## config.mk

```make
export PLATFORM = sky130hd
export DESIGN_NAME = c17_pipe
export DESIGN_NICKNAME = d
export VERILOG_FILES = /design/src/rtl/c17_pkg.sv /design/src/rtl/c17_stage_reg.sv /design/src/rtl/c17_pipe.sv
export SDC_FILE = /design/constraint.sdc
export NUM_CORES = 1
export LEC_CHECK = 0
export ABC_AREA = 1
export CORE_MARGIN = 2
export CORE_UTILIZATION = 44
export CTS_CLUSTER_SIZE = 20
export DETAILED_ROUTE_END_ITERATION = 10
export PLACE_DENSITY = 0.73
export SYNTH_ARGS = -nofsm -noshare
export SYNTH_HDL_FRONTEND = slang
export SYNTH_SLANG_ARGS = --single-unit
```

## constraint.sdc

```tcl
create_clock -name clk -period 2 [get_ports clk]
set_input_delay 0.5 -clock clk [delete_from_list [all_inputs] [get_ports clk]]
set_output_delay 0.5 -clock clk [all_outputs]
set_load 0.05 [all_outputs]
```

## src/rtl/c17_pkg.sv

```systemverilog
// c17_pkg: shared definitions for the pipelined c17 evaluator.
//   STAGES_MIN / STAGES_MAX : legal range of the pipeline depth parameter
//   c17_eval                : single-lane reference evaluation of the c17 netlist,
//                             returns {N22, N23}; apply per bit for any WIDTH
package c17_pkg;

    localparam int unsigned STAGES_MIN = 1;
    localparam int unsigned STAGES_MAX = 3;

    // Full c17 NAND network for one lane.
    function automatic logic [1:0] c17_eval(
        input logic n1,
        input logic n2,
        input logic n3,
        input logic n6,
        input logic n7
    );
        logic n10, n11, n16, n19;
        n10 = ~(n1 & n3);
        n11 = ~(n3 & n6);
        n16 = ~(n2 & n11);
        n19 = ~(n11 & n7);
        return {~(n10 & n16), ~(n16 & n19)};
    endfunction

endpackage

```

## src/rtl/c17_stage_reg.sv

```systemverilog
// c17_stage_reg: one pipeline rank (data word plus valid bit).
//   clk, rst   : clock, asynchronous active-high reset (clears data and valid)
//   en_i       : load enable (global advance)
//   clr_i      : synchronous valid clear, takes priority over en_i
//   valid_i    : valid bit from the predecessor rank
//   d_i        : data word from the predecessor rank
//   valid_o    : registered valid
//   q_o        : registered data
module c17_stage_reg #(
    parameter int unsigned W = 8
) (
    input  logic         clk,
    input  logic         rst,
    input  logic         en_i,
    input  logic         clr_i,
    input  logic         valid_i,
    input  logic [W-1:0] d_i,
    output logic         valid_o,
    output logic [W-1:0] q_o
);

    logic         valid_q;
    logic [W-1:0] data_q;

    // Valid bit: flush wins over advance.
    always_ff @(posedge clk or posedge rst) begin
        if (rst) begin
            valid_q <= 1'b0;
        end else if (clr_i) begin
            valid_q <= 1'b0;
        end else if (en_i) begin
            valid_q <= valid_i;
        end
    end

    // Data word: contents are don't-care while invalid, so flush is ignored here.
    always_ff @(posedge clk or posedge rst) begin
        if (rst) begin
            data_q <= '0;
        end else if (en_i) begin
            data_q <= d_i;
        end
    end

    assign valid_o = valid_q;
    assign q_o     = data_q;

endmodule

```

## src/rtl/c17_pipe.sv

```systemverilog
// c17_pipe: WIDTH independent c17 lanes with a valid/ready pipeline of
// STAGES register ranks (1..3), global stall, synchronous flush and
// registered outputs.
//   clk, rst            : clock, asynchronous active-high reset
//   flush               : clears every valid bit at the next edge; blocks input
//   in_valid / in_ready : input handshake (in_ready is combinational)
//   n1,n2,n3,n6,n7      : c17 inputs, lane i on bit i
//   out_valid/out_ready : output handshake
//   n22, n23            : registered c17 outputs, lane i on bit i
module c17_pipe
    import c17_pkg::*;
#(
    parameter int unsigned WIDTH  = 8,
    parameter int unsigned STAGES = 2
) (
    input  logic             clk,
    input  logic             rst,
    input  logic             flush,
    input  logic             in_valid,
    output logic             in_ready,
    input  logic [WIDTH-1:0] n1,
    input  logic [WIDTH-1:0] n2,
    input  logic [WIDTH-1:0] n3,
    input  logic [WIDTH-1:0] n6,
    input  logic [WIDTH-1:0] n7,
    output logic             out_valid,
    input  logic             out_ready,
    output logic [WIDTH-1:0] n22,
    output logic [WIDTH-1:0] n23
);

    // Rank payload widths: A = {N10, N11, N2, N7}, B = {N16, N19, N10}, out = {N22, N23}.
    localparam int unsigned AW = 4 * WIDTH;
    localparam int unsigned BW = 3 * WIDTH;
    localparam int unsigned OW = 2 * WIDTH;

    logic          advance;
    logic          out_vd;
    logic [OW-1:0] out_d;
    logic [OW-1:0] out_q;

    // Single global stall: every rank moves only when the output slot frees up.
    assign advance  = ~out_valid | out_ready;
    assign in_ready = advance;

    if (WIDTH < 1) begin : g_bad_width
        $error("c17_pipe: WIDTH must be at least 1");
    end

    case (STAGES)
        1: begin : g_s1
            // Output rank sees the whole netlist.
            always_comb begin
                out_d = '0;
                for (int unsigned i = 0; i < WIDTH; i++) begin
                    {out_d[WIDTH + i], out_d[i]} = c17_eval(n1[i], n2[i], n3[i], n6[i], n7[i]);
                end
            end
            assign out_vd = in_valid;
        end

        2: begin : g_s2
            logic [AW-1:0]    a_d;
            logic [AW-1:0]    a_q;
            logic             a_vq;
            logic [WIDTH-1:0] a_n10, a_n11, a_n2, a_n7;
            logic [WIDTH-1:0] n16_c, n19_c;

            assign a_d = {~(n1 & n3), ~(n3 & n6), n2, n7};

            c17_stage_reg #(.W(AW)) u_rank_a (
                .clk     (clk),
                .rst     (rst),
                .en_i    (advance),
                .clr_i   (flush),
                .valid_i (in_valid),
                .d_i     (a_d),
                .valid_o (a_vq),
                .q_o     (a_q)
            );

            assign {a_n10, a_n11, a_n2, a_n7} = a_q;

            // Second half of the netlist feeds the output rank.
            always_comb begin
                n16_c = ~(a_n2 & a_n11);
                n19_c = ~(a_n11 & a_n7);
                out_d = {~(a_n10 & n16_c), ~(n16_c & n19_c)};
            end
            assign out_vd = a_vq;
        end

        3: begin : g_s3
            logic [AW-1:0]    a_d;
            logic [AW-1:0]    a_q;
            logic             a_vq;
            logic [BW-1:0]    b_d;
            logic [BW-1:0]    b_q;
            logic             b_vq;
            logic [WIDTH-1:0] a_n10, a_n11, a_n2, a_n7;
            logic [WIDTH-1:0] b_n16, b_n19, b_n10;

            assign a_d = {~(n1 & n3), ~(n3 & n6), n2, n7};

            c17_stage_reg #(.W(AW)) u_rank_a (
                .clk     (clk),
                .rst     (rst),
                .en_i    (advance),
                .clr_i   (flush),
                .valid_i (in_valid),
                .d_i     (a_d),
                .valid_o (a_vq),
                .q_o     (a_q)
            );

            assign {a_n10, a_n11, a_n2, a_n7} = a_q;

            // Middle layer: N16, N19 and N10 carried forward.
            assign b_d = {~(a_n2 & a_n11), ~(a_n11 & a_n7), a_n10};

            c17_stage_reg #(.W(BW)) u_rank_b (
                .clk     (clk),
                .rst     (rst),
                .en_i    (advance),
                .clr_i   (flush),
                .valid_i (a_vq),
                .d_i     (b_d),
                .valid_o (b_vq),
                .q_o     (b_q)
            );

            assign {b_n16, b_n19, b_n10} = b_q;

            assign out_d  = {~(b_n10 & b_n16), ~(b_n16 & b_n19)};
            assign out_vd = b_vq;
        end

        default: begin : g_bad_stages
            $error("c17_pipe: STAGES must be in [%0d,%0d]", STAGES_MIN, STAGES_MAX);
        end
    endcase

    // Output rank: n22/n23 and out_valid come straight from flops.
    c17_stage_reg #(.W(OW)) u_rank_out (
        .clk     (clk),
        .rst     (rst),
        .en_i    (advance),
        .clr_i   (flush),
        .valid_i (out_vd),
        .d_i     (out_d),
        .valid_o (out_valid),
        .q_o     (out_q)
    );

    assign n22 = out_q[OW-1:WIDTH];
    assign n23 = out_q[WIDTH-1:0];

endmodule

```

==> flow_summary.ini <==
[run_status]
status = finished, final reports clean

[global_route]
number_of_global_route_vias_before_repair = 1701
grt_pass1_wl_um = 6872
grt_antenna_before_repair = 0
grt_max_degree = 51
grt_overflow = 0
globalRouteTotalUtil = 0.1655

[worst_setup_path]
path_delay_family = buffers and inverters
endpoint_kind = output pin
r2r_slack_ns = 0.89
worst_r2r_startpoint = u_rank_out.valid_o
crit_cells = 1
crit_buf_inv = 1
crit_path_cell_trace = clkdlybuf4s50_1
cpPeakStageDelay_ns = 0.80
crit_end = n23[1]
timing.setup.critical_path_class = flop to output pin
worstPathArrival_ns = 1.45
worstPathMaxFanout = 2
crit_path_start = u_rank_out.q_o[1]
cp_data_required_time_ns = 1.50
ff2ff_path_depth = 5
crit_path_top_delay_cell = sky130_fd_sc_hd__clkdlybuf4s50_1
timing.critical_path.from_type = flop
worst_r2r_dst = g_s2.u_rank_a.valid_o

[power]
swShare = 0.3169
static-leakage-power_nw = 1.553
switchingPower_uw = 744.0
final_total_power_mw = 2.348
worst_ir_drop_vdd_mv = 0.3577
power_per_cell_area_mw_per_mm2 = 813.3
power.clock.fraction = 0.230
power_frac_seq = 0.506
cellInternalPower_mw = 1.604
comb_power_share = 0.264

[die]
area_of_the_core_mm2 = 0.004661
start_util = 0.4494
die_span_in_x_um = 73.00
floorplan.die_area_mm2 = 0.005328
die_height_um = 73.00
boundaryPins = 63
num_rows = 25

[synth]
syn_area_mm2 = 0.002095
postSynthAreaPerCell_um2 = 7.904
ys_seq_area_frac = 0.5974
yosys_register_bits = 50
postSynthCellCount = 265
ys_types = 9
synth_warn = 0
synth.net_count = 310

[layout]
sequential_cell_area_mm2 = 0.001251
final_core_util = 0.6193
fillerInstances = 431
nets = 372
final_cell_mix = 197 x sky130_fd_sc_hd__nand2_1, 52 x sky130_fd_sc_hd__clkdlybuf4s50_1, 50 x sky130_fd_sc_hd__dfrtp_1
multi_input_comb_area_um2 = 762.0
layout_cell_share_with_drive_strength_beyond_1 = 0.04893
mostFrequentLayoutCell = sky130_fd_sc_hd__nand2_1
antenna-diode-count = 0
area_growth_syn_to_layout_pct = 37.81

[timing]
skew_ns = 0.009280
fmaxAchievable_ghz = 0.5129
finalSetupViolations = 0
layout_setup_ws_ns = 0.05029
max_slew_headroom_at_the_worst_pin = 0.6593
post-route-min-period_ns = 1.950
worst-slew-pin-transition_ns = 0.5102
timing_hold_violations_final = 0
min_period_over_period = 0.9749
drv_slew = 0
grt_setup_unrepaired = false
finalSetupTns_ns = 0

[clocking]
max-clock-path-buffers = 2
cts_buffers = 5
cts_tree = yes
clk_root_buffer_cell = sky130_fd_sc_hd__clkbuf_8
hold_buffer_count_at_cts = 0
htree_num_levels = 2
post-cts-setup-buffer-count = 0
cts.clk_slew.worst_paths_ns = 0.08
clock_latency_ns = 0.30
cts.sinks = 50

[worst_hold_path]
kind_of_path_behind_the_tightest_hold_check = flop to flop

[route]
via_per_inst = 4.591
route.detailed.wl_per_inst_um = 10.43
vias = 1749
route.final.wire_length_um = 3973
ant_nets = 0
drt_iter0_drc = 99
route.detailed.drc = 0
initial_drt_pass_iterations = 4

[placement]
finalWeightedCongestion = 0.7559
post-dp-hpwl_um = 2694
place.port_buffers = 62
place_ws_ns = 0.1166

[job]
cap_violations = 0
## layer usage
layer / wire length, µm / share of wire / global-route usage
met5: 0 / 0 / 0
met3: 206 / 0.052 / 0.04696
met2: 1987 / 0.50 / 0.2893
met4: 41 / 0.010 / 0.04321
met1: 1738 / 0.44 / 0.2002
## kinds of logic (layout without fill, tap and decap cells)
kind of cell           after synthesis  after routing  synth area share
flip-flops                          50             50            0.5974
AND/OR/NAND/NOR                    199            199            0.3614
buffers and inverters               15             77           0.03883
AO/OA/AOI/OAI                        1              1          0.002387
## cell usage after synthesis
master	n	area, µm²
sky130_fd_sc_hd__nand2_1	197	739.5
sky130_fd_sc_hd__nor2_4	1	11.26
sky130_fd_sc_hd__o21ai_0	1	5.000
sky130_fd_sc_hd__buf_6	2	22.52
sky130_fd_sc_hd__nand2_2	1	6.260
sky130_fd_sc_hd__inv_2	1	3.750
sky130_fd_sc_hd__dfrtp_1	50	1251
sky130_fd_sc_hd__inv_1	4	15.01
sky130_fd_sc_hd__buf_2	8	40.04
## flip-flops by register name (all words and copies together), names as in the netlist
name / flops
u_rank_out.valid_o: 1
g_s2.u_rank_a.q_o: 32
g_s2.u_rank_a.valid_o: 1
u_rank_out.q_o: 16
## worst min path at each step
stage / start / endpoint / slack [ns] / cells after the start
2_1_floorplan: g_s2.u_rank_a.q_o[0] / g_s2.u_rank_a.q_o[0] / 0.44 / 2
3_3_place_gp: g_s2.u_rank_a.q_o[30] / g_s2.u_rank_a.q_o[30] / 0.45 / 2
3_5_place_dp: g_s2.u_rank_a.q_o[27] / g_s2.u_rank_a.q_o[27] / 0.46 / 2
4_1_cts: g_s2.u_rank_a.q_o[27] / g_s2.u_rank_a.q_o[27] / 0.48 / 2
5_1_grt: u_rank_out.q_o[14] / u_rank_out.q_o[14] / 0.50 / 2
6_report: g_s2.u_rank_a.q_o[10] / g_s2.u_rank_a.q_o[10] / 0.47 / 2
## through the flow
stage               cells  cell area [µm²]  hold slack, ns
floorplan             265             2095          0.4417
global placement      374             2788          0.4543
detailed placement    374             2788          0.4584
CTS                   381             2867          0.4796
global route          381             2887          0.4989
finish                381             2887          0.4742
## power groups by stage
stage               registers [mW]  clock network, mW  logic, mW
floorplan                     1.39                  0      0.186
global placement              1.21                  0      0.623
CTS                           1.19              0.563      0.631
detailed placement            1.21                  0      0.630
global route                  1.20              0.594      0.678
finish                        1.19              0.541      0.620
## cell type report
class	instances	area share
timing repair buffer	65	0.2453
sequential	50	0.4335
clock buffer	5	0.02384
multi-input combinational	200	0.2640
clock inverter	2	0.003468
tap	54	0.02341
inverter	5	0.006502
## timing repair
action | CTS | global route
endpoints found under the setup margin | 0 | 8
hold endpoints to repair | 0 | 0
resized for setup | 0 | 8
Note: power is estimated with default switching activity, not from simulation.
